<file path="src/rtl/cond_logic_unit_pkg.sv">
// Shared constants for the condition logic unit:
// condition codes, NZCV bit positions and FlagW group bits.
package cond_logic_unit_pkg;

   localparam logic [3:0] COND_EQ = 4'b0000;
   localparam logic [3:0] COND_NE = 4'b0001;
   localparam logic [3:0] COND_CS = 4'b0010;
   localparam logic [3:0] COND_CC = 4'b0011;
   localparam logic [3:0] COND_MI = 4'b0100;
   localparam logic [3:0] COND_PL = 4'b0101;
   localparam logic [3:0] COND_VS = 4'b0110;
   localparam logic [3:0] COND_VC = 4'b0111;
   localparam logic [3:0] COND_HI = 4'b1000;
   localparam logic [3:0] COND_LS = 4'b1001;
   localparam logic [3:0] COND_GE = 4'b1010;
   localparam logic [3:0] COND_LT = 4'b1011;
   localparam logic [3:0] COND_GT = 4'b1100;
   localparam logic [3:0] COND_LE = 4'b1101;
   localparam logic [3:0] COND_AL = 4'b1110;
   localparam logic [3:0] COND_NV = 4'b1111;

   localparam int FLAG_N = 3;
   localparam int FLAG_Z = 2;
   localparam int FLAG_C = 1;
   localparam int FLAG_V = 0;

   localparam int FLAGW_NZ = 1;
   localparam int FLAGW_CV = 0;

endpackage

</file>
<file path="src/rtl/cond_logic_unit_if.sv">
// Decoder/ALU side bundle of the condition logic unit.
// master drives the request side, slave is the unit itself.
interface cond_logic_unit_if;

   logic [3:0] Cond;
   logic [3:0] ALUFlags;
   logic [1:0] FlagW;
   logic       PCS;
   logic       RegW;
   logic       MemW;
   logic       NoWrite;
   logic       Stall;

   logic       CondEx;
   logic       PCSrc;
   logic       RegWrite;
   logic       MemWrite;
   logic [3:0] Flags;
   logic       C_Flag;

   modport master (
      output Cond, ALUFlags, FlagW, PCS,
      output RegW, MemW, NoWrite, Stall,
      input  CondEx, PCSrc, RegWrite,
      input  MemWrite, Flags, C_Flag
   );

   modport slave (
      input  Cond, ALUFlags, FlagW, PCS,
      input  RegW, MemW, NoWrite, Stall,
      output CondEx, PCSrc, RegWrite,
      output MemWrite, Flags, C_Flag
   );

endinterface

</file>
<file path="src/rtl/cond_logic_unit_cond_check.sv">
// Pure combinational condition evaluator: Cond + NZCV -> pass.
// Kept standalone so other front-end logic can reuse it.
module cond_check
   import cond_logic_unit_pkg::*;
(
   input  logic [3:0] cond,
   input  logic [3:0] flags,
   output logic       cond_ex
);

   logic n, z, c, v;

   assign n = flags[FLAG_N];
   assign z = flags[FLAG_Z];
   assign c = flags[FLAG_C];
   assign v = flags[FLAG_V];

   always_comb begin
      cond_ex = 1'b0;
      unique case (cond)
         COND_EQ: cond_ex = z;
         COND_NE: cond_ex = ~z;
         COND_CS: cond_ex = c;
         COND_CC: cond_ex = ~c;
         COND_MI: cond_ex = n;
         COND_PL: cond_ex = ~n;
         COND_VS: cond_ex = v;
         COND_VC: cond_ex = ~v;
         COND_HI: cond_ex = c & ~z;
         COND_LS: cond_ex = ~c | z;
         COND_GE: cond_ex = (n == v);
         COND_LT: cond_ex = (n != v);
         COND_GT: cond_ex = ~z & (n == v);
         COND_LE: cond_ex = z | (n != v);
         COND_AL: cond_ex = 1'b1;
         COND_NV: cond_ex = 1'b0;
      endcase
   end

endmodule

</file>
<file path="src/rtl/cond_logic_unit.sv">
// Architectural NZCV register with group write enables and
// condition gating of the PC/register/memory write strobes.
module cond_logic_unit
   import cond_logic_unit_pkg::*;
#(
   parameter logic [3:0] RESET_FLAGS = 4'b0000
) (
   input logic           CLK,
   input logic           RESET,
   cond_logic_unit_if.slave bus
);

   logic [3:0] flags_q;
   logic       cond_ex;
   logic       go;

   cond_check u_cond_check (
      .cond    (bus.Cond),
      .flags   (flags_q),
      .cond_ex (cond_ex)
   );

   // Only completing, passing instructions may commit anything.
   assign go = cond_ex & ~bus.Stall & ~RESET;

   always_ff @(posedge CLK) begin
      if (RESET) begin
         flags_q <= RESET_FLAGS;
      end else if (go) begin
         if (bus.FlagW[FLAGW_NZ]) begin
            flags_q[FLAG_N] <= bus.ALUFlags[FLAG_N];
            flags_q[FLAG_Z] <= bus.ALUFlags[FLAG_Z];
         end
         if (bus.FlagW[FLAGW_CV]) begin
            flags_q[FLAG_C] <= bus.ALUFlags[FLAG_C];
            flags_q[FLAG_V] <= bus.ALUFlags[FLAG_V];
         end
      end
   end

   assign bus.CondEx   = cond_ex;
   assign bus.PCSrc    = bus.PCS & go;
   assign bus.RegWrite = bus.RegW & ~bus.NoWrite & go;
   assign bus.MemWrite = bus.MemW & go;
   assign bus.Flags    = flags_q;
   assign bus.C_Flag   = flags_q[FLAG_C];

endmodule
</file>
<file path="src/flat_wrapper.sv">
// flat-port wrapper written by rule: the top's interface ports become plain ports
module cond_logic_unit_flat import cond_logic_unit_pkg::*;
#(
   parameter logic [3:0] RESET_FLAGS = 4'b0000
)
  (CLK, RESET, bus_Cond, bus_ALUFlags, bus_FlagW, bus_PCS, bus_RegW, bus_MemW, bus_NoWrite, bus_Stall, bus_CondEx, bus_PCSrc, bus_RegWrite, bus_MemWrite, bus_Flags, bus_C_Flag);
  cond_logic_unit_if bus_i ();
  input logic CLK;
  input logic RESET;
  input wire logic [$bits(bus_i.Cond)-1:0] bus_Cond;
  input wire logic [$bits(bus_i.ALUFlags)-1:0] bus_ALUFlags;
  input wire logic [$bits(bus_i.FlagW)-1:0] bus_FlagW;
  input wire logic [$bits(bus_i.PCS)-1:0] bus_PCS;
  input wire logic [$bits(bus_i.RegW)-1:0] bus_RegW;
  input wire logic [$bits(bus_i.MemW)-1:0] bus_MemW;
  input wire logic [$bits(bus_i.NoWrite)-1:0] bus_NoWrite;
  input wire logic [$bits(bus_i.Stall)-1:0] bus_Stall;
  output wire logic [$bits(bus_i.CondEx)-1:0] bus_CondEx;
  output wire logic [$bits(bus_i.PCSrc)-1:0] bus_PCSrc;
  output wire logic [$bits(bus_i.RegWrite)-1:0] bus_RegWrite;
  output wire logic [$bits(bus_i.MemWrite)-1:0] bus_MemWrite;
  output wire logic [$bits(bus_i.Flags)-1:0] bus_Flags;
  output wire logic [$bits(bus_i.C_Flag)-1:0] bus_C_Flag;
  assign bus_i.Cond = bus_Cond;
  assign bus_i.ALUFlags = bus_ALUFlags;
  assign bus_i.FlagW = bus_FlagW;
  assign bus_i.PCS = bus_PCS;
  assign bus_i.RegW = bus_RegW;
  assign bus_i.MemW = bus_MemW;
  assign bus_i.NoWrite = bus_NoWrite;
  assign bus_i.Stall = bus_Stall;
  assign bus_CondEx = bus_i.CondEx;
  assign bus_PCSrc = bus_i.PCSrc;
  assign bus_RegWrite = bus_i.RegWrite;
  assign bus_MemWrite = bus_i.MemWrite;
  assign bus_Flags = bus_i.Flags;
  assign bus_C_Flag = bus_i.C_Flag;
  cond_logic_unit #(.RESET_FLAGS(RESET_FLAGS)) u_core (.CLK(CLK), .RESET(RESET), .bus(bus_i));
endmodule
</file>
<file path="config.mk">
export PLATFORM = sky130hd
export DESIGN_NAME = cond_logic_unit_flat
export DESIGN_NICKNAME = d
export VERILOG_FILES = /design/src/rtl/cond_logic_unit_pkg.sv /design/src/rtl/cond_logic_unit_if.sv /design/src/rtl/cond_logic_unit_cond_check.sv /design/src/rtl/cond_logic_unit.sv /design/src/flat_wrapper.sv
export SDC_FILE = /design/constraint.sdc
export NUM_CORES = 1
export LEC_CHECK = 0
export BUFFER_PORTS_ARGS = -buffer_cell sky130_fd_sc_hd__buf_2
export CAP_MARGIN = 30
export CORE_AREA = 2 2 39 41
export DETAILED_ROUTE_END_ITERATION = 8
export DIE_AREA = 0 0 41 43
export GPL_TIMING_DRIVEN = 1
export SLEW_MARGIN = 20
export SYNTH_ARGS = -nofsm -noshare
export SYNTH_HDL_FRONTEND = slang
export SYNTH_SLANG_ARGS = --single-unit
</file>
<file path="constraint.sdc">
create_clock -name CLK -period 2.9 [get_ports CLK]
set_clock_uncertainty 0.2 [all_clocks]
set_input_delay 0.29 -clock CLK [delete_from_list [all_inputs] [get_ports CLK]]
set_output_delay 0.29 -clock CLK [all_outputs]
set_load 0.01 [all_outputs]
</file>
== Yosys cells after proc, flatten, opt, wreduce, memory -nomap -nowiden ==
Cells that the tools add are included.

* Add/sub/neg operators: 0
* $mul: 0
* Divide/modulo/power cells: 0
* Order comparisons: 0
* Eq/ne operators: 17
* Shift-type cells: 0
* Muxes and demuxes: 1
* Bitwise gates (word level): 17
* Reductions and logical operators: 3

{| class="wikitable"
|+ Operators by type and width
! cell !! count
|-
| $eq A4 B4 Y1 const B || 8
|-
| $eq A4 B3 Y1 const B || 4
|-
| $pmux W1 S16 || 1
|-
| $and A1 B1 Y1 || 8
|-
| $eq A4 B2 Y1 const B || 2
|-
| $not A1 Y1 || 7
|-
| $eq A4 B1 Y1 const B || 1
|-
| $logic_not A4 Y1 || 1
|-
| $reduce_and A2 Y1 || 2
|-
| $or A1 B1 Y1 || 2
|-
| $eq A1 B1 Y1 || 1
|-
| $ne A1 B1 Y1 || 1
|}

* Register bits: 4
* Bits in latches: 0
* Memory bits (writable): 0
* Bits in read-only memories: 0
* Output and inout bits: 9
* Word-level logic and storage cells: 40
* Memories: 0

== Logic depth before layout (Yosys ltp) ==
Gate-level depths: netlist of run 1.

* Word-level depth: 6
* Gate-level depth with buffers: 6
* Mapped depth without buffers: 5

== Modules after synthesis ==
Synthesis of run 1 repeated with hierarchy kept, for this count alone.

* Cell total of the unflattened synthesis: 46
* Area, all modules: 386.6 um2

{| class="wikitable"
|+ Modules (own cells, without submodules)
! module !! times used !! cells each !! area each (um2)
|-
| cond_logic_unit || 1 || 23 || 231.5
|-
| cond_check || 1 || 23 || 155.1
|}

== Least setup slack after synthesis of run 1 ==
OpenSTA, ideal clock, no wires.

* Kind: register to output
* Start: register u_core.flags_q[2] (netlist: u_core.bus.Flags[2])
* End: output port bus_RegWrite
* Arrival: 1445 ps
* Data required time: 2410 ps
* Path slack: 965 ps
* Cell stages (with the launch flop): 7
* Buffers on the path: 1
* Cell sequence: dfxtp_1 o21ba_1 o221a_1 buf_6 nor2_4 xnor2_2 and4b_1

* Word-level cells in the longest chain between the ends: 6
* Elaborated cells on any way between the ends: 9
* Classes of those cells: mux: 1; bitwise: 8

{| class="wikitable"
|+ Ends and longest elaborated chain
! element !! line !! source
|-
| from (decl) || cond_logic_unit.sv:13 || <nowiki>logic [3:0] flags_q;</nowiki>
|-
| from (signal, indexed assignment) || cond_logic_unit.sv:31 || <nowiki>flags_q[FLAG_N] <= bus.ALUFlags[FLAG_N];</nowiki>
|-
| from (signal, indexed assignment) || cond_logic_unit.sv:32 || <nowiki>flags_q[FLAG_Z] <= bus.ALUFlags[FLAG_Z];</nowiki>
|-
| from (signal, indexed assignment) || cond_logic_unit.sv:35 || <nowiki>flags_q[FLAG_C] <= bus.ALUFlags[FLAG_C];</nowiki>
|-
| $not A1 Y1 || cond_logic_unit_cond_check.sv:22, cond_logic_unit_cond_check.sv:29, cond_logic_unit_cond_check.sv:33 ||
|-
| $and A1 B1 Y1 (on tied branches) || cond_logic_unit_cond_check.sv:33, cond_logic_unit_cond_check.sv:29 ||
|-
| $pmux W1 S16 (*) || cond_logic_unit_cond_check.sv:20 || <nowiki>unique case (cond)</nowiki>
|-
| via bus_CondEx || flat_wrapper.sv:18 || <nowiki>output wire logic [$bits(bus_i.CondEx)-1:0] bus_CondEx;</nowiki>
|-
| $and A1 B1 Y1 (*) (2 in series) || cond_logic_unit.sv:24 || <nowiki>assign go = cond_ex & ~bus.Stall & ~RESET;</nowiki>
|-
| $and A1 B1 Y1 (*) || cond_logic_unit.sv:43 || <nowiki>assign bus.RegWrite = bus.RegW & ~bus.NoWrite & go;</nowiki>
|-
| to (decl) || flat_wrapper.sv:20 || <nowiki>output wire logic [$bits(bus_i.RegWrite)-1:0] bus_RegWrite;</nowiki>
|}

Mark *: on every way through the listed nets, which the timed path passes. The rest lies on a longest branch.

== Worst setup path in the final report of run 1 ==
* Start: register u_core.flags_q[2] (netlist: u_core.bus.Flags[2])
* End: output port bus_RegWrite

* Word-level cells in the longest chain between the ends: 6
* Elaborated cells on any way between the ends: 9
* Classes of those cells: mux: 1; bitwise: 8

{| class="wikitable"
|+ Ends and longest elaborated chain
! element !! line
|-
| $not A1 Y1 || cond_logic_unit_cond_check.sv:22, cond_logic_unit_cond_check.sv:29, cond_logic_unit_cond_check.sv:33
|-
| $and A1 B1 Y1 (on tied branches) || cond_logic_unit_cond_check.sv:33, cond_logic_unit_cond_check.sv:29
|-
| $pmux W1 S16 (*) || cond_logic_unit_cond_check.sv:20
|-
| $and A1 B1 Y1 (*) (2 in series) || cond_logic_unit.sv:24
|-
| $and A1 B1 Y1 (*) || cond_logic_unit.sv:43
|}

Mark *: on every way between the ends. The rest lies on a longest branch, timed or not.

==> results of run 1 <==
[through the flow]
step	power (mW)	hold WS (ns)
after floorplan	0.0864	0.159
after global placement	0.105	0.306
after detailed placement	0.105	0.306
after CTS	0.175	0.0758
after global routing	0.186	0.0776
final	0.170	0.0819
[worst min-delay path by stage]
stage / to / cells past startpoint / startpoint / slack (ns)
after floorplan: u_core.bus.Flags[0]$_SDFFE_PP0P_ / 1 / RESET / 0.16
after global placement: u_core.bus.Flags[2]$_SDFFE_PP0P_ / 2 / u_core.bus.Flags[2]$_SDFFE_PP0P_ / 0.31
after detailed placement: u_core.bus.Flags[2]$_SDFFE_PP0P_ / 2 / u_core.bus.Flags[2]$_SDFFE_PP0P_ / 0.31
after CTS: u_core.bus.Flags[3]$_SDFFE_PP0P_ / 2 / RESET / 0.08
after global routing: u_core.bus.Flags[3]$_SDFFE_PP0P_ / 2 / RESET / 0.08
final: u_core.bus.Flags[3]$_SDFFE_PP0P_ / 2 / RESET / 0.08
[report_power, final]
group	internal, mW	switching, mW
registers	0.0568	0.00158
logic	0.0227	0.0232
clock network	0.0461	0.0202
total	0.126	0.0449
[final cells by class]
class / count / area (um^2)
multi-input cells: 37 / 275
fillers: 152 / 857
repair buffers: 25 / 125
flip-flops and latches: 4 / 80.1
clock buffers: 3 / 22.5
inverters: 1 / 3.75
well taps: 16 / 20.0
[logic make-up (layout without fill, tap and decap cells)]
family | Yosys count | count (layout) | synth area share, %
mux | 2 | 2 | 5.30
xor+xnor | 3 | 3 | 8.94
buf+inv | 3 | 29 | 5.96
compound gates | 15 | 15 | 30.1
flops | 4 | 4 | 21.2
simple gates | 17 | 17 | 28.5
[routing by layer]
layer  wire length [um]  vias to the layer above
li1                   -                      223
met3                 69                        0
met5                  0                        -
met1                414                      200
met2                429                       14
met4                  0                        0
[worst register-to-register path, delay by kind of cell (launching register included)]
family,cells,cell delay [ns]
AOI/OAI and AO/OA,3,0.57
and+or+nand+nor,2,0.54
DFF,1,0.37
[cells in the final DEF (no fill, tap or decap), drive strengths merged]
cell	count
a21oi	4
o2111ai	2
or2	1
mux2i	2
buf	25
xnor2	3
o21ai	4
clkbuf	3
nand2b	1
or3	2
nor3	2
and3	2
o2111a	2
nor2	2
and4b	1
inv	1
dfxtp	4
o22ai	1
nand3	6
o21ba	1
o221a	1
==> impl_summary.txt, run 1 <==
----------------------------------------------------
[Outcome]
  Result of the run ... completed

[Setup path]
  CP Buf/Inv Count ... 1
  Maximum fanout encountered on the critical timing path ... 9
  Startpoint-to-endpoint class of the critical path ... flop to output pin
  Critical register-to-register path endpoint ... u_core.bus.Flags[2]$_SDFFE_PP0P_
  Highest-delay cell along the critical path ... sky130_fd_sc_hd__o221a_1
  Critical path's largest stage delay ... 0.39 ns
  Startpoint Class ... flop
  Capturing instance or port of the critical path ... bus_RegWrite
  Slack of the worst reg-to-reg path ... 1.11 ns
  Largest delay share family, worst path ... compound AO/OA/AOI/OAI gates
  Critical path cell sequence ... o21ba_1 -> o221a_1 -> nor2_4 -> xnor2_2 -> and4b_1 -> buf_2
  Worst Path Arrival ... 1.72 ns
  Worst Path Required ... about 2.4 ns
  Number of stages on the worst setup path ... 6
  Depth of the worst register-to-register path ... 5
  Launch instance of the worst register-to-register path ... u_core.bus.Flags[2]$_SDFFE_PP0P_
  Worst Setup End Kind ... output pin
  First element of the critical path ... u_core.bus.Flags[2]$_SDFFE_PP0P_

[Power]
  Leakage power summed over all cells ... 0.253 nW
  PwrDens ... about 320 nW/um^2
  Peak supply drop ... 0.000174 V

[Clock network]
  Number of buffers created by CTS ... 3
  TritonCTS clock tree ... built
  Clock insertion delay at the later pin of the skew report ... 0.23 ns
  TritonCTS sink count ... 4
  Root buf cell ... sky130_fd_sc_hd__clkbuf_4
  H-tree depth reported by CTS ... 1
  Hold buffers post-CTS ... 0
  Clock Tree Buf Depth ... 2
  Post-cts gate resize count ... 0
  Clock transition at path regs ... 0.03 ns
  Post-CTS setup buffer count ... 0

[Timing]
  Count of final setup violators ... 0
  RSZ-0062 raised after global routing ... no
  Max_slew headroom ... 68.3%
  Slew @ Worst Pin ... 0.474 ns
  Maximum frequency from static timing analysis ... 452 MHz
  Fin crit share ... 76.3%
  Crit path setup slack, layout ... 0.686 ns
  Max Slew Vio Count ... 0
  Count of final hold-check violations ... 0
  Setup tns final ... 0 ns
  Fin crit period ... 2.21 ns

[Route]
  Number of antenna-violating nets in the routed design ... 0
  Vias after detailed routing ... around 440
  Final wirelength ... 913 um
  DRC violation total after the first TritonRoute iteration ... 15
  Routed wire per std cell ... 10.6 um
  DR vias/cell ... 5.08
  Initial DRT Pass Iterations ... 4
  DRC violations left ... 0

[Final layout]
  # nets final ... 89
  Final cell count without fillers ... 86
  Antenna Cells ... 0
  Share of final-layout standard cells stronger than drive strength 1 ... 45.7%
  Final non-filler cell area ... 527 um^2
  Flip-flop count of the largest register, all copies and words added ... 4
  Final standard cell utilization of the core ... 38.1%
  P&R area growth vs syn ... 39.4%

[Synthesis]
  Main synth FF type ... sky130_fd_sc_hd__dfxtp_1
  Number of library cell types mapped by synthesis ... 24
  Post-synthesis async set-or-reset flop share ... 0%
  Synth warnings ... 0
  Cell count after synthesis ... 44
  Syn nets ... approximately 60
  Sequential area share after synthesis ... 21.2%
  Synth Area per Inst ... 8.59 um^2
  Share of the synthesized area in the top cell type ... 21.2%
  Largest area contributor in the netlist ... sky130_fd_sc_hd__dfxtp_1
  EDFF count, synth ... 0
  Netlist area before placement ... 378 um^2
  Most frequent cell after synthesis ... sky130_fd_sc_hd__nand3_1
  Leading post-synthesis cells by instance count ... sky130_fd_sc_hd__nand3_1, sky130_fd_sc_hd__a21oi_1, sky130_fd_sc_hd__dfxtp_1, sky130_fd_sc_hd__o21ai_0
  Area contributors post-synth ... sky130_fd_sc_hd__dfxtp_1, sky130_fd_sc_hd__nand3_1, sky130_fd_sc_hd__o2111a_1
  Count of state elements after synthesis ... 4

[Floorplan]
  Die outline area ... approximately 1800 um^2
  Chip Width ... 41 um
  Number of placement rows ... 14
  Io pins ... 26
  Die span in y ... 43 um
  Core Area ... ~1400 um^2
  Initial Util ... 27.3%

[Place]
  Post-Place Worst Slack ... 0.865 ns
  I/O Buffers ... 25
  Dpl cell area ... 504 um^2
  Post-detail-place hpwl ... between 700 and 800 um
  Cell count after placement ... 83
  Routability congestion estimate ... 0.688

[GRT]
  Met1 Usage GRT ... 11.5%
  Global-route wire length before repair ... 1370 um
  Met2 demand-to-capacity share in global routing ... 19.1%
  Met3 Track Usage GR ... under 10%
  Largest net degree at the start of global routing ... 10
  Vias in the first global route ... between 300 and 400
  Total routing usage reported by global routing ... between 10% and 20%
  Aggregate global routing overflow ... 0
  Most utilized layer in the global route result ... met2
  Antenna violations before repair ... 0

[Worst hold path]
  Hold WC Path Type ... input port to flop

[Flow run]
  Maximum capacitance violations ... 0

----------------------------------------------------
Note: power is estimated with default switching activity, not from simulation.
==> inputs of run 2 (changes only) <==
--- a/config.mk
+++ b/config.mk
@@ -5,12 +5,14 @@
 export SDC_FILE = /design/constraint.sdc
 export NUM_CORES = 1
 export LEC_CHECK = 0
+export ABC_AREA = 1
 export BUFFER_PORTS_ARGS = -buffer_cell sky130_fd_sc_hd__buf_2
 export CAP_MARGIN = 30
 export CORE_AREA = 2 2 39 41
 export DETAILED_ROUTE_END_ITERATION = 8
 export DIE_AREA = 0 0 41 43
 export GPL_TIMING_DRIVEN = 1
+export PLACE_DENSITY = 0.68
 export SLEW_MARGIN = 20
 export SYNTH_ARGS = -nofsm -noshare
 export SYNTH_HDL_FRONTEND = slang
==> constraint.sdc (replaced) <==
create_clock -name CLK -period 2.1 [get_ports CLK]
set_clock_uncertainty 0.2 [all_clocks]
set_input_delay 0.21 -clock CLK [delete_from_list [all_inputs] [get_ports CLK]]
set_output_delay 0.21 -clock CLK [all_outputs]
set_load 0.01 [all_outputs]
==> impl_summary.txt, run 2 <==
----------------------------------------------------
[Synthesis]
  Number of library cell types mapped by synthesis ... 19 (-21%)
  Cell count after synthesis ... 84 (+91%)
  Area contributors post-synth ... sky130_fd_sc_hd__nand2_1, sky130_fd_sc_hd__dfxtp_1, sky130_fd_sc_hd__inv_1
  Synth Area per Inst ... 5.90 um^2 (-31%)
  Sequential area share after synthesis ... 16.2% (-5.0 points)
  EDFF count, synth ... 0 (unchanged)
  Leading post-synthesis cells by instance count ... sky130_fd_sc_hd__nand2_1, sky130_fd_sc_hd__inv_1, sky130_fd_sc_hd__nor2_1
  Netlist area before placement ... 495 um^2 (+31%)
  Synth warnings ... 0 (unchanged)
  Most frequent cell after synthesis ... sky130_fd_sc_hd__nand2_1
  Count of state elements after synthesis ... 4 (unchanged)
  Main synth FF type ... sky130_fd_sc_hd__dfxtp_1
  Post-synthesis async set-or-reset flop share ... 0% (unchanged)
  Largest area contributor in the netlist ... sky130_fd_sc_hd__nand2_1
  Share of the synthesized area in the top cell type ... 17.4% (-3.8 points)
  Syn nets ... 101 (+66%)

[Final layout]
  Number of filler instances in the final layout ... 145 (-4.6%)
  # nets final ... 133 (+49%)
  P&R area growth vs syn ... 39.9%
  Area of combinational cells with multiple inputs ... 337 um^2 (+22%)
  Most common library cell in the layout ignoring fill and taps ... sky130_fd_sc_hd__buf_2
  Final cell count without fillers ... 130 (+51%)
  Antenna Cells ... 0 (unchanged)
  Share of final-layout standard cells stronger than drive strength 1 ... 43.9% (-1.9 points)
  Highest-count cells in the layout ignoring fill and taps ... sky130_fd_sc_hd__buf_2, sky130_fd_sc_hd__nand2_1, sky130_fd_sc_hd__inv_1, sky130_fd_sc_hd__nor2_1, sky130_fd_sc_hd__nand3_1
  Flip-flop count of the largest register, all copies and words added ... 4 (unchanged)
  Area of all sequential standard cells ... 85.1 um^2 (+6.2%)

[Power]
  Leakage power summed over all cells ... 0.414 nW (+64%)
  Peak supply drop ... 0.000230 V (+32%)
  PwrDens ... 425 nW/um^2 (+31%)
  Total power ... 0.295 mW (+73%)

[GRT]
  Total routing usage reported by global routing ... 14.4% (+2.9 points)
  Aggregate global routing overflow ... 0 (unchanged)
  Antenna violations before repair ... 0 (unchanged)
  Vias in the first global route ... 458 (+21%)
  Global-route wire length before repair ... 1750 um (+28%)
  Largest net degree at the start of global routing ... 9 (-1)

[Route]
  Highest routed layer ... met3
  DRC violation total after the first TritonRoute iteration ... 4 (-11)
  Length of routed met3 wiring ... 90 um (+30%)
  Number of antenna-violating nets in the routed design ... 0 (unchanged)
  Routed metal-1 wire length ... 491 um (+19%)
  DRC violations left ... 0 (unchanged)
  Routed wire per std cell ... 8.55 um (-19%)
  Initial DRT Pass Iterations ... 3 (-1)
  Vias after detailed routing ... 581 (+33%)
  Met2 layer wire length in the routed design ... 530 um (+24%)
  DR vias/cell ... 4.47 (-12%)
  Final wirelength ... 1110 um (+22%)

[Setup path]
  Critical path cell sequence ... inv_2 -> buf_4 -> o211ai_1 -> nand3_1 -> nor2_2 -> nand3_4 -> buf_4 -> buf_2
  Critical path's largest stage delay ... 0.34 ns (-0.05 ns)
  Worst Setup End Kind ... output pin
  Worst Path Required ... 1.69 ns (-0.72 ns)
  Most repeated library cell on the critical path ... sky130_fd_sc_hd__buf_4
  Startpoint Class ... flop
  Depth of the worst register-to-register path ... 11 (+6)
  Startpoint-to-endpoint class of the critical path ... flop to output pin
  Maximum fanout encountered on the critical timing path ... 7 (-2)
  Worst Path Arrival ... 1.62 ns (-0.10 ns)
  Highest-delay cell along the critical path ... sky130_fd_sc_hd__dfxtp_2

[Clock network]
  Root buf cell ... sky130_fd_sc_hd__clkbuf_4
  Hold buffers post-CTS ... 0 (unchanged)
  Clock Tree Buf Depth ... 2 (unchanged)
  Clock insertion delay at the later pin of the skew report ... 0.24 ns (about the same)
  Number of buffers created by CTS ... 3 (unchanged)
  Clock transition at path regs ... 0.04 ns (about the same)
  H-tree depth reported by CTS ... 1 (unchanged)
  TritonCTS clock tree ... built
  TritonCTS sink count ... 4 (unchanged)

[Worst hold path]
  Hold WC Path Type ... input port to flop
  Instance count along the most critical hold path ... 5 (+3)

[Floorplan]
  Die span in y ... 43 um (unchanged)
  Io pins ... 26 (unchanged)
  Initial Util ... 35.8% (+8.5 points)
  Die outline area ... 1760 um^2 (unchanged)
  Chip Width ... 41 um (unchanged)
  Number of placement rows ... 14 (unchanged)
  Core Area ... 1380 um^2 (unchanged)

[Timing]
  Setup tns final ... 0 ns (unchanged)
  Count of final setup violators ... 0 (unchanged)
  Maximum frequency from static timing analysis ... approximately 490 MHz
  RSZ-0062 raised after global routing ... no
  Slew @ Worst Pin ... 0.227 ns (-0.247 ns)
  Final-layout worst hold slack ... 0.0949 ns (+0.0130 ns)
  Max Slew Vio Count ... 0 (unchanged)
  Fin crit period ... roughly 2.0 ns
  Count of final hold-check violations ... 0 (unchanged)
  Max_slew headroom ... 84.8% (+17 points)
  Fin crit share ... 96.5%

[Place]
  Cell count after placement ... 124 (+49%)
  I/O Buffers ... 25 (unchanged)
  Routability congestion estimate ... 0.759 (+10%)
  Post-detail-place hpwl ... 910 um (+19%)

[Flow run]
  Maximum capacitance violations ... 0 (unchanged)

[Outcome]
  Result of the run ... completed

----------------------------------------------------
[run 2: cell count changes in the layout (fill, tap and decap cells not counted), sizes merged, moves of 3 or more]
cell | previous run | this run
a21oi | 4 | 1
buf | 25 | 28
inv | 1 | 19
nand2 | 0 | 26
nand3 | 6 | 11
nand4 | 0 | 4
nor2 | 2 | 12
xnor2 | 3 | 0
[run 2: path summary, 6_finish.rpt]
path | from | endpoint | slack, ns
worst max-delay path | u_core.bus.Flags[3]$_SDFFE_PP0P_ | bus_CondEx | 0.07
worst min-delay path | bus_ALUFlags[0] | u_core.bus.Flags[0]$_SDFFE_PP0P_ | 0.09
worst max register to register | u_core.bus.Flags[3]$_SDFFE_PP0P_ | u_core.bus.Flags[3]$_SDFFE_PP0P_ | 0.36
worst min register to register | u_core.bus.Flags[0]$_SDFFE_PP0P_ | u_core.bus.Flags[0]$_SDFFE_PP0P_ | 0.37
[run 2: final cells by class]
class,instances,area share [%]
clock buffers,3,3.25
well taps,16,2.89
repair buffers,28,21.3
flip-flops and latches,4,12.3
multi-input cells,60,48.6
inverters,19,11.7
[run 2: stage by stage]
step / setup slack [ns] / cell area, um^2 / util, %
detailed placement: 0.233 / 633 / 45.8
finish: 0.0739 / 693 / 50.1
global placement: 0.275 / 633 / 45.8
CTS: 0.0285 / 657 / 47.5
floorplan: 0.343 / 495 / -
global route: 0.00579 / 693 / 50.1
[run 2: layer usage]
layer,GRT usage [%],vias up
met5,0,-
met4,8.00,0
li1,-,326
met1,19.8,234
met3,3.66,0
met2,19.7,21
[run 2: timing repair]
action | 4_1_cts | 5_1_grt
buffers inserted | 0 | 3
endpoints found under the hold margin | 0 | 0
pin swaps | 0 | 4
setup endpoints to repair | 1 | 3
gates resized for setup | 1 | 6
[run 2: critical path: cells and delay by family (launching register included)]
kind                   cells  cell delay [ns]
and+or+nand+nor            3             0.37
buffers and inverters      4             0.51
DFF                        1             0.34
AOI/OAI and AO/OA          1             0.17
[run 2: power breakdown]
group          switching [mW]  internal, mW
sequential            0.00487        0.0793
clock                  0.0325        0.0640
combinational          0.0647        0.0492
total                   0.102         0.193
[run 2: logic make-up after synthesis]
group / after synthesis / share of synthesized area [%]
AOI/OAI and AO/OA: 6 / 7.07
DFF: 4 / 16.2
buffers and inverters: 20 / 17.4
and+or+nand+nor: 54 / 59.3
==> inputs of run 3 (changes only) <==
--- a/config.mk
+++ b/config.mk
@@ -12,8 +12,8 @@
 export DETAILED_ROUTE_END_ITERATION = 8
 export DIE_AREA = 0 0 41 43
 export GPL_TIMING_DRIVEN = 1
-export PLACE_DENSITY = 0.68
 export SLEW_MARGIN = 20
 export SYNTH_ARGS = -nofsm -noshare
 export SYNTH_HDL_FRONTEND = slang
+export SYNTH_HIERARCHICAL = 1
 export SYNTH_SLANG_ARGS = --single-unit
==> impl_summary.txt, run 3 <==
----------------------------------------------------
[Setup path]
  Critical path's largest stage delay ... 0.35 ns (about the same)
  CP Buf/Inv Count ... 2 (-2)
  Launch instance of the worst register-to-register path ... u_core/bus.Flags[3]$_SDFFE_PP0P_
  Worst Path Required ... 1.69 ns (about the same)
  Highest-delay cell along the critical path ... sky130_fd_sc_hd__dfxtp_4
  Worst Setup End Kind ... output pin
  Most repeated library cell on the critical path ... sky130_fd_sc_hd__nand2_1
  Startpoint-to-endpoint class of the critical path ... flop to output pin
  Startpoint Class ... flop
  Critical path cell sequence ... inv_2 -> nand2_1 -> nand2_2 -> nand3_1 -> nand2_1 -> nand2_1 -> nand3_1 -> nand2_1 -> nand3_4 -> nand3_1 -> nor2_1 -> buf_2
  Maximum fanout encountered on the critical timing path ... 6 (-1)
  Largest delay share family, worst path ... simple AND/OR/NAND/NOR gates
  Depth of the worst register-to-register path ... 13 (+2)
  Slack of the worst reg-to-reg path ... 0.47 ns (+0.11 ns)
  Worst Path Arrival ... 1.53 ns (-0.09 ns)
  Critical register-to-register path endpoint ... u_core/bus.Flags[0]$_SDFFE_PP0P_

[Route]
  Routed wire per std cell ... 8.73 um (+2.0%)
  DRC violations left ... 0 (unchanged)
  Final wirelength ... 1090 um (-1.9%)
  Initial DRT Pass Iterations ... 2 (-1)
  DR vias/cell ... 4.66 (+4.4%)
  Number of antenna-violating nets in the routed design ... 0 (unchanged)
  Vias after detailed routing ... 583 (+0.34%)
  DRC violation total after the first TritonRoute iteration ... 6 (+2)

[Final layout]
  Final cell count without fillers ... 125 (-3.8%)
  Highest-count cells in the layout ignoring fill and taps ... sky130_fd_sc_hd__buf_2, sky130_fd_sc_hd__nand2_1, sky130_fd_sc_hd__inv_1, sky130_fd_sc_hd__nand3_1, sky130_fd_sc_hd__nor2_1
  Share of final-layout standard cells stronger than drive strength 1 ... 40.4% (-3.5 points)
  Final non-filler cell area ... 632 um^2 (-8.8%)
  Most common library cell in the layout ignoring fill and taps ... sky130_fd_sc_hd__buf_2
  # nets final ... 128 (-3.8%)
  Antenna Cells ... 0 (unchanged)
  Number of filler instances in the final layout ... 163 (+12%)
  Area of all sequential standard cells ... 87.6 um^2 (+2.9%)
  P&R area growth vs syn ... 43.1%
  Area of combinational cells with multiple inputs ... 309 um^2 (-8.2%)
  Flip-flop count of the largest register, all copies and words added ... 4 (unchanged)
  Final standard cell utilization of the core ... 45.7% (-4.4 points)

[Synthesis]
  Sequential area share after synthesis ... 18.1% (+2.0 points)
  Combinational family with the most area after synthesis ... simple AND/OR/NAND/NOR gates
  Share of the synthesized area in compound gates (AO/OA/AOI/OAI) ... 7.93% (+0.86 points)
  Area contributors post-synth ... sky130_fd_sc_hd__nand2_1, sky130_fd_sc_hd__dfxtp_1, sky130_fd_sc_hd__nand3_1
  Largest area contributor in the netlist ... sky130_fd_sc_hd__nand2_1
  Netlist area before placement ... 442 um^2 (-11%)
  Share of the synthesized area in the top cell type ... 22.1% (+4.7 points)
  Synth warnings ... 6 (+6)
  Simple-Gate Fraction of Synth Area ... 59.2% (-0.14 points)
  EDFF count, synth ... 0 (unchanged)
  Multiplexer area fraction after synthesis ... 0% (unchanged)
  Synth Area in XOR/XNOR ... 0% (unchanged)
  Synth Area per Inst ... 5.45 um^2 (-7.6%)
  Most frequent cell after synthesis ... sky130_fd_sc_hd__nand2_1
  Leading post-synthesis cells by instance count ... sky130_fd_sc_hd__nand2_1, sky130_fd_sc_hd__inv_1, sky130_fd_sc_hd__nand3_1, sky130_fd_sc_hd__nor2_1
  Count of state elements after synthesis ... 4 (unchanged)
  Post-synthesis async set-or-reset flop share ... 0% (unchanged)
  Main synth FF type ... sky130_fd_sc_hd__dfxtp_1
  Adder and majority gate portion of the synthesized area ... 0% (unchanged)
  Syn nets ... 98 (-3.0%)
  Number of library cell types mapped by synthesis ... 16 (-3)
  Cell count after synthesis ... 81 (-3.6%)

[Timing]
  Slew @ Worst Pin ... 0.229 ns (+0.00220 ns)
  Setup tns final ... 0 ns (unchanged)
  Max_slew headroom ... 84.7% (-0.15 points)
  Fin crit period ... 1.94 ns (-0.0890 ns)
  Count of final setup violators ... 0 (unchanged)
  Maximum frequency from static timing analysis ... 516 MHz (+4.6%)
  Max Slew Vio Count ... 0 (unchanged)
  Fin crit share ... 92.2% (-4.2 points)
  Count of final hold-check violations ... 0 (unchanged)

[GRT]
  Aggregate global routing overflow ... 0 (unchanged)
  Antenna violations before repair ... 0 (unchanged)
  Largest net degree at the start of global routing ... 10 (+1)
  Global-route wire length before repair ... 1720 um (-1.5%)
  Total routing usage reported by global routing ... 14.4% (-0.014 points)
  Vias in the first global route ... 483 (+5.5%)

[Worst hold path]
  Hold Path Sink ... u_core/bus.Flags[2]$_SDFFE_PP0P_
  Instance count along the most critical hold path ... 3 (-2)
  Hold WC Path Type ... input port to flop
  Hold path start ... bus_ALUFlags[2]

[Clock network]
  TritonCTS clock tree ... built
  Clock transition at path regs ... 0.04 ns (about the same)
  Root buf cell ... sky130_fd_sc_hd__clkbuf_4
  Clock insertion delay at the later pin of the skew report ... 0.24 ns (about the same)
  TritonCTS sink count ... 4 (unchanged)
  Clock Tree Buf Depth ... 2 (unchanged)
  Number of buffers created by CTS ... 3 (unchanged)
  H-tree depth reported by CTS ... 1 (unchanged)

[Place]
  Dpl cell area ... 574 um^2 (-9.3%)
  Post-detail-place hpwl ... 870 um (-4.4%)
  Cell count after placement ... 120 (-3.2%)
  I/O Buffers ... 25 (unchanged)
  Routability congestion estimate ... 0.641 (-16%)

[Floorplan]
  Initial Util ... 31.9% (-3.9 points)
  Die span in y ... 43 um (unchanged)
  Number of placement rows ... 14 (unchanged)
  Chip Width ... 41 um (unchanged)
  Io pins ... 26 (unchanged)
  Die outline area ... 1760 um^2 (unchanged)
  Core Area ... 1380 um^2 (unchanged)

[Power]
  PwrDens ... 450 nW/um^2 (+5.8%)
  Total power ... 0.284 mW (-3.5%)
  Peak supply drop ... 0.000224 V (-2.3%)
  Leakage power summed over all cells ... 0.345 nW (-17%)

[Outcome]
  Result of the run ... completed

[Flow run]
  Maximum capacitance violations ... 0 (unchanged)

----------------------------------------------------
-- run 3: per-layer routing --
metal	vias up	track usage (%)	routed length, um
li1	314	-	-
met1	246	16.2	501
met2	23	22.5	498
met3	0	3.14	90
met4	0	10.0	0
met5	-	0	0
-- run 3: cell families after synthesis --
family / after synthesis
AOI/OAI and AO/OA: 6
buffers and inverters: 16
DFF: 4
and+or+nand+nor: 55
-- run 3: final cells by class --
type | count | share of cell area (%)
inverter | 14 | 8.32
sequential | 4 | 13.9
timing repair buffer | 27 | 22.2
multi-input combinational | 61 | 48.9
tap | 16 | 3.17
clock buffer | 3 | 3.56
-- run 3: through the flow --
| stage | hold WS, ns | worst slack, ns |
|---|---|---|
| 5_1_grt | 0.0109 | -0.00339 |
| 4_1_cts | 0.000531 | 0.0201 |
| 3_3_place_gp | 0.253 | 0.263 |
| 3_5_place_dp | 0.257 | 0.244 |
| 2_1_floorplan | 0.164 | 0.257 |
| 6_report | 0.00898 | 0.163 |
-- run 3: worst register-to-register path, delay by kind of cell (launching register included) --
family,cells,cell delay (ns)
and+or+nand+nor,11,0.76
buffers and inverters,2,0.21
DFF,1,0.35
-- run 3: worst max path at each step --
stage | depth (start not counted) | slack (ns) | endpoint | start
final | 12 | 0.16 | bus_RegWrite | u_core/bus.Flags[3]$_SDFFE_PP0P_
after global routing | 12 | -0.003 | bus_PCSrc | u_core/bus.Flags[3]$_SDFFE_PP0P_
after CTS | 11 | 0.02 | bus_PCSrc | u_core/bus.Flags[3]$_SDFFE_PP0P_
after detailed placement | 12 | 0.24 | bus_PCSrc | u_core/bus.Flags[0]$_SDFFE_PP0P_
after global placement | 12 | 0.26 | bus_MemWrite | u_core/bus.Flags[0]$_SDFFE_PP0P_
after floorplan | 11 | 0.26 | bus_RegWrite | u_core/bus.Flags[0]$_SDFFE_PP0P_
-- run 3: what timing repair did --
item                                    in CTS  in global routing
setup buffers                                0                  2
pin swaps                                    0                  1
hold buffers                                 0                  0
endpoints found under the setup margin       3                  3
resized for setup                            2                  6
-- run 3: power by group --
group | total (mW) | switching, mW | internal (mW)
clock network | 0.0973 | 0.0332 | 0.0640
logic | 0.103 | 0.0584 | 0.0450
registers | 0.0836 | 0.00496 | 0.0787
